File: src/rtl/uart_echo_fifo.sv
// Byte FIFO between the UART receiver and transmitter: buffers received bytes
// and replays them to the transmitter in order through the TX_En/TX_Done handshake.
module uart_echo_fifo #(
    parameter int DATA_W     = 8,
    parameter int DEPTH_LOG2 = 4
) (
    input  logic                  clk,
    input  logic                  RSTn,
    input  logic                  RX_Done_Sig,
    input  logic [DATA_W-1:0]     RX_Data,
    input  logic                  TX_Done_Sig,
    output logic                  TX_En_Sig,
    output logic [DATA_W-1:0]     TX_Data,
    output logic [DATA_W-1:0]     LED_Out,
    output logic [DEPTH_LOG2:0]   Fifo_Count,
    output logic                  Overflow_Flag,
    input  logic                  Clr_Ovf
);

    localparam int DEPTH = 1 << DEPTH_LOG2;
    localparam logic [DEPTH_LOG2:0] FULL_CNT = DEPTH[DEPTH_LOG2:0];

    typedef enum logic [1:0] {IDLE, LOAD, SEND, GAP} state_t;

    state_t                 state;
    logic [DATA_W-1:0]      mem [DEPTH];
    logic [DEPTH_LOG2-1:0]  wr_ptr;
    logic [DEPTH_LOG2-1:0]  rd_ptr;
    logic                   rd_evt;
    logic                   wr_evt;
    logic                   drop;

    // A read in the same cycle frees a slot, so a full FIFO still accepts that byte.
    assign rd_evt = (state == LOAD);
    assign wr_evt = RX_Done_Sig && ((Fifo_Count < FULL_CNT) || rd_evt);
    assign drop   = RX_Done_Sig && !wr_evt;

    // NOTE: storage is deliberately left out of reset so it can map onto RAM;
    // the pointers and count alone define which entries are valid.
    always_ff @(posedge clk) begin
        if (wr_evt) begin
            mem[wr_ptr] <= RX_Data;
        end
    end

    // NOTE: all state updates use non-blocking assignments so every register
    // samples the pre-edge values, which the same-cycle read/write case depends on.
    always_ff @(posedge clk or negedge RSTn) begin
        if (!RSTn) begin
            wr_ptr        <= '0;
            Fifo_Count    <= '0;
            LED_Out       <= '0;
            Overflow_Flag <= 1'b0;
        end else begin
            if (RX_Done_Sig) begin
                LED_Out <= RX_Data;
            end
            if (wr_evt) begin
                wr_ptr <= wr_ptr + 1'b1;
            end
            case ({wr_evt, rd_evt})
                2'b10:   Fifo_Count <= Fifo_Count + 1'b1;
                2'b01:   Fifo_Count <= Fifo_Count - 1'b1;
                default: Fifo_Count <= Fifo_Count;
            endcase
            if (drop) begin
                Overflow_Flag <= 1'b1;
            end else if (Clr_Ovf) begin
                Overflow_Flag <= 1'b0;
            end
        end
    end

    always_ff @(posedge clk or negedge RSTn) begin
        if (!RSTn) begin
            state     <= IDLE;
            rd_ptr    <= '0;
            TX_En_Sig <= 1'b0;
            TX_Data   <= '0;
        end else begin
            case (state)
                IDLE: begin
                    TX_En_Sig <= 1'b0;
                    if (Fifo_Count != '0) begin
                        state <= LOAD;
                    end
                end
                LOAD: begin
                    TX_Data   <= mem[rd_ptr];
                    rd_ptr    <= rd_ptr + 1'b1;
                    TX_En_Sig <= 1'b1;
                    state     <= SEND;
                end
                SEND: begin
                    if (TX_Done_Sig) begin
                        TX_En_Sig <= 1'b0;
                        state     <= GAP;
                    end
                end
                // One guaranteed low cycle before the next request can start.
                GAP: begin
                    TX_En_Sig <= 1'b0;
                    state     <= IDLE;
                end
                default: begin
                    TX_En_Sig <= 1'b0;
                    state     <= IDLE;
                end
            endcase
        end
    end

endmodule
File: config.mk
export PLATFORM = sky130hd
export DESIGN_NAME = uart_echo_fifo
export DESIGN_NICKNAME = d
export VERILOG_FILES = /design/src/rtl/uart_echo_fifo.sv
export SDC_FILE = /design/constraint.sdc
export NUM_CORES = 1
export LEC_CHECK = 0
export BUFFER_PORTS_ARGS = -buffer_cell sky130_fd_sc_hd__buf_2
export CORE_MARGIN = 2
export CORE_UTILIZATION = 25
export CTS_BUF_LIST = sky130_fd_sc_hd__clkbuf_4
export DETAILED_ROUTE_END_ITERATION = 10
export PLACE_DENSITY = 0.4
export SYNTH_ARGS = -nofsm -noshare
export SYNTH_HDL_FRONTEND = slang
export SYNTH_SLANG_ARGS = --single-unit
File: constraint.sdc
create_clock -name clk -period 6.7 [get_ports clk]
set_input_delay 0 -clock clk [delete_from_list [all_inputs] [get_ports clk]]
set_output_delay 0 -clock clk [all_outputs]
set_load 0.005 [all_outputs]
==> results_tabular.tex <==
\begin{tabular}{lr}
\hline
Metric & Value \\
\hline
\multicolumn{2}{l}{\textbf{Cells and area}} \\
\quad Final cell utilization of the core & 0.2895 \\
\quad Share of cells above drive strength 1 & 0.2705 \\
\quad Final std cell area, no fill & 7501 um\^{}2 \\
\quad Area added between synthesis and finish & 14.41\% \\
\quad Commonest non-fill, non-tap cell in the layout & edfxtp\_1 \\
\quad Non-filler cells in the finished layout & 750 \\
\quad Most frequent cells in the layout & edfxtp\_1, buf\_2, dfrtp\_1 \\
\quad Final net count & approximately 430 \\
\multicolumn{2}{l}{\textbf{Critical path}} \\
\quad Category of the critical setup timing path & flop to flop \\
\quad Critical path launch point type & flop \\
\quad Most repeated library cell on the critical path & ha\_1 \\
\quad Slowest cell on the critical path & dfrtp\_1 \\
\quad Setup crit end kind & flop \\
\quad Critical-path cell list & inv\_1, ha\_1, buf\_4, nand2b\_1, and2\_1, inv\_2, ha\_1, xor2\_1, ha\_1, o21a\_1, o21a\_1, o32ai\_1, xor2\_1 \\
\quad Category of cells accounting for the largest share of critical-path delay & adder cells \\
\quad Reg2Reg Setup Slack & roughly 3.7 ns \\
\quad Buf/Inv on CP & 3 \\
\quad Worst path required time & just over 7 ns \\
\quad Arrival time of the worst setup path & 3.50 ns \\
\quad Max Fanout on Critical Path & 24 \\
\quad Critical Path Max Stage Delay & 0.41 ns \\
\multicolumn{2}{l}{\textbf{Timing}} \\
\quad Worst-margin pin slew & 1.139 ns \\
\quad Largest clock skew in the final design & around 0.023 ns \\
\quad Setup repair after global routing missed its margin & false \\
\quad Final-report setup violation count & 0 \\
\quad Final count of hold timing violations & 0 \\
\quad Final TNS setup & 0 ns \\
\quad Worst Slack Setup Final & 3.696 ns \\
\quad Achievable Freq & 0.3329 GHz \\
\quad Final critical-path share of the clock period & 0.4483 \\
\quad Count of final max-slew check failures & 0 \\
\quad Final critical delay including setup and external delays & 3.004 ns \\
\quad Hold WS & around 0.050 ns \\
\quad Worst rel slew slack & 0.2341 \\
\multicolumn{2}{l}{\textbf{Power and ir drop}} \\
\quad Net switching power figure & 993.3 uW \\
\quad P per Cell Area & 376.1 nW/um\^{}2 \\
\quad Share of total power in combinational logic & 0.302 \\
\quad Clock share of power & 0.197 \\
\quad Sequential share of power & 0.501 \\
\quad Power after layout & approximately 2.8 mW \\
\quad Static Leakage & between 2 and 3 nW \\
\quad Sw Share & 0.3521 \\
\quad Worst VDD drop & 0.0001345 V \\
\quad P\_int & 1.828 mW \\
\multicolumn{2}{l}{\textbf{Clock network}} \\
\quad Number of buffers created by CTS & 17 \\
\quad Clock-pin transition on the worst setup and hold timing paths & around 0.15 ns \\
\quad Insertion delay of the later-clocked pin in the worst-skew pair & roughly 0.56 ns \\
\quad Buffer depth of the longest clock path & 2 \\
\quad Root buffer cell & clkbuf\_4 \\
\quad TritonCTS clock tree & yes \\
\quad Post-cts resize count & 0 \\
\quad CTS Sinks & about 160 \\
\quad Maximum level of the CTS H-tree & 4 \\
\multicolumn{2}{l}{\textbf{Route}} \\
\quad Via density & 4.361 \\
\quad DRC violation count after routing & 0 \\
\quad Final WL & 14.28 mm \\
\quad DRC violation total after the first TritonRoute iteration & 208 \\
\quad Routed wirelength normalized by instance count & 19.04 um \\
\quad Via count of the routed design & roughly 3.3k \\
\quad First-pass detailed-route iteration total & 4 \\
\quad Remaining antenna violation count & 0 \\
\multicolumn{2}{l}{\textbf{Logic synthesis}} \\
\quad Number of enable flip-flop cells after synthesis & roughly 130 \\
\quad Post-Syn Instances & 347 \\
\quad Top\_reg\_cell synth & edfxtp\_1 \\
\quad Post-synthesis average cell area & 18.89 um\^{}2 \\
\quad Cell types with the largest area share after synthesis & edfxtp\_1, dfrtp\_1, mux4\_1 \\
\quad Share of synthesized area occupied by flip-flops and latches & 0.7122 \\
\quad Post-Synthesis Net Count & 372 \\
\quad Area leader, netlist & edfxtp\_1 \\
\quad Proportion of register bits with asynchronous set or reset after synthesis & 0.2050 \\
\quad Count of different cell masters after synthesis & 39 \\
\quad Cell Area, Synth & 6556 um\^{}2 \\
\quad Fraction of post-synthesis cell area in the top cell type by area & 0.5863 \\
\quad Total of flip-flops plus latches after synthesis & 161 \\
\quad Warnings, synthesis & 0 \\
\multicolumn{2}{l}{\textbf{Placed design}} \\
\quad Number of input and output port buffers inserted & 35 \\
\quad Post-detailed-placement half-perimeter wirelength & 9.362 mm \\
\quad Placed inst area & 7097 um\^{}2 \\
\quad Pre-CTS setup slack & approximately 3.7 ns \\
\quad Cells after DPL & 704 \\
\quad Last weighted congestion value of the routability-driven placer & roughly 0.74 \\
\multicolumn{2}{l}{\textbf{Status}} \\
\quad Outcome & complete, no violations \\
\multicolumn{2}{l}{\textbf{GRT}} \\
\quad Number of global-route vias before repair & 3472 \\
\quad Maximum number of pins on one net before global-route repair & 34 \\
\quad First-pass GRT wire length & about 22 mm \\
\quad Number of antenna violations at the first check in global routing & 1 \\
\quad Congestion Overflow GR & 0 \\
\quad Overall fraction of global-route tracks in use & 0.1088 \\
\multicolumn{2}{l}{\textbf{Floorplan}} \\
\quad Number of rows created at floorplan & 59 \\
\quad Die X & 165.9 um \\
\quad Top-level I/O count & 36 \\
\quad Die footprint & 27540 um\^{}2 \\
\quad Initial Util & 0.2530 \\
\quad Placeable core region & 25910 um\^{}2 \\
\quad Die H & 165.9 um \\
\multicolumn{2}{l}{\textbf{Flow run}} \\
\quad Max-cap viol count & 0 \\
\multicolumn{2}{l}{\textbf{Worst hold path}} \\
\quad Class of the worst hold path & input pin to asynchronous set/reset pin \\
\hline
\end{tabular}
## synth_stat cells, types with 8 or more instances
library cell / n
a221oi_1: 8
buf_2: 9
dfrtp_1: 33
edfxtp_1: 128
ha_1: 12
inv_1: 10
mux2_2: 11
mux2i_1: 8
mux4_1: 15
mux4_2: 17
nor2_1: 15
o22ai_1: 9
## cell families after synthesis
| family | count (synthesis) | synth area share |
|---|---|---|
| fa+ha+maj | 12 | 0.02290 |
| flops | 161 | 0.7122 |
| mux | 51 | 0.1496 |
| compound gates | 30 | 0.03187 |
| buf+inv | 32 | 0.02786 |
| xor+xnor | 12 | 0.01603 |
| simple gates | 49 | 0.03950 |
## power by group through the flow
stage,logic (mW),registers (mW),clock network [mW]
floorplan,0.721,1.31,0
global placement,0.863,1.44,0
detailed placement,0.863,1.44,0
CTS,0.876,1.42,0.580
global route,0.954,1.44,0.628
finish,0.852,1.41,0.557
## per-layer routing
layer,up-vias,routed length [um],track usage
met3,8,480,0.03194
met5,-,0,0
met1,1734,6890,0.1509
met4,0,97,0.02495
li1,1484,-,-
met2,45,6813,0.1692
## registers in the layout (all words and copies together), names as in the netlist
name and cells:
Fifo_Count 5, LED_Out 8, rd_ptr 4, TX_En_Sig 1, Overflow_Flag 1, TX_Data 8, mem 128, wr_ptr 4
state 2
## worst register-to-register path, stage by stage (launching register included)
cell	delay, ns
dfrtp_1	0.41
inv_1	0.09
ha_1	0.15
buf_4	0.26
nand2b_1	0.17
and2_1	0.31
inv_2	0.16
ha_1	0.33
xor2_1	0.19
ha_1	0.22
o21a_1	0.17
o21a_1	0.16
o32ai_1	0.15
xor2_1	0.17
## final cells by class
type,count,area [um^2]
Antenna cell,1,2.502
Clock buffer,18,135.1
Clock inverter,14,136.4
Fill cell,2581,18410
Inverter,11,41.29
Multi-Input combinational cell,154,1729
Sequential cell,161,4672
Tap cell,335,419.2
Timing Repair Buffer,56,365.4
## what timing repair did
| item | CTS | global route |
|---|---|---|
| hold endpoints to repair | 173 | 0 |
| hold buffers | 13 | 0 |
| setup buffers | 0 | 0 |
## worst paths after layout
| kind | startpoint | endpoint | cells past startpoint |
|---|---|---|---|
| worst max-delay path | state[1] | Fifo_Count[4] | 13 |
| worst min-delay path | RSTn | state[0] | 2 |
| worst max register to register | state[1] | Fifo_Count[4] | 13 |
| worst min register to register | LED_Out[0] | LED_Out[0] | 1 |
| max in group asynchronous | RSTn | rd_ptr[1] | 2 |
| min in group clk | TX_Done_Sig | TX_En_Sig | 4 |
Power figures use the tool's default switching activity.
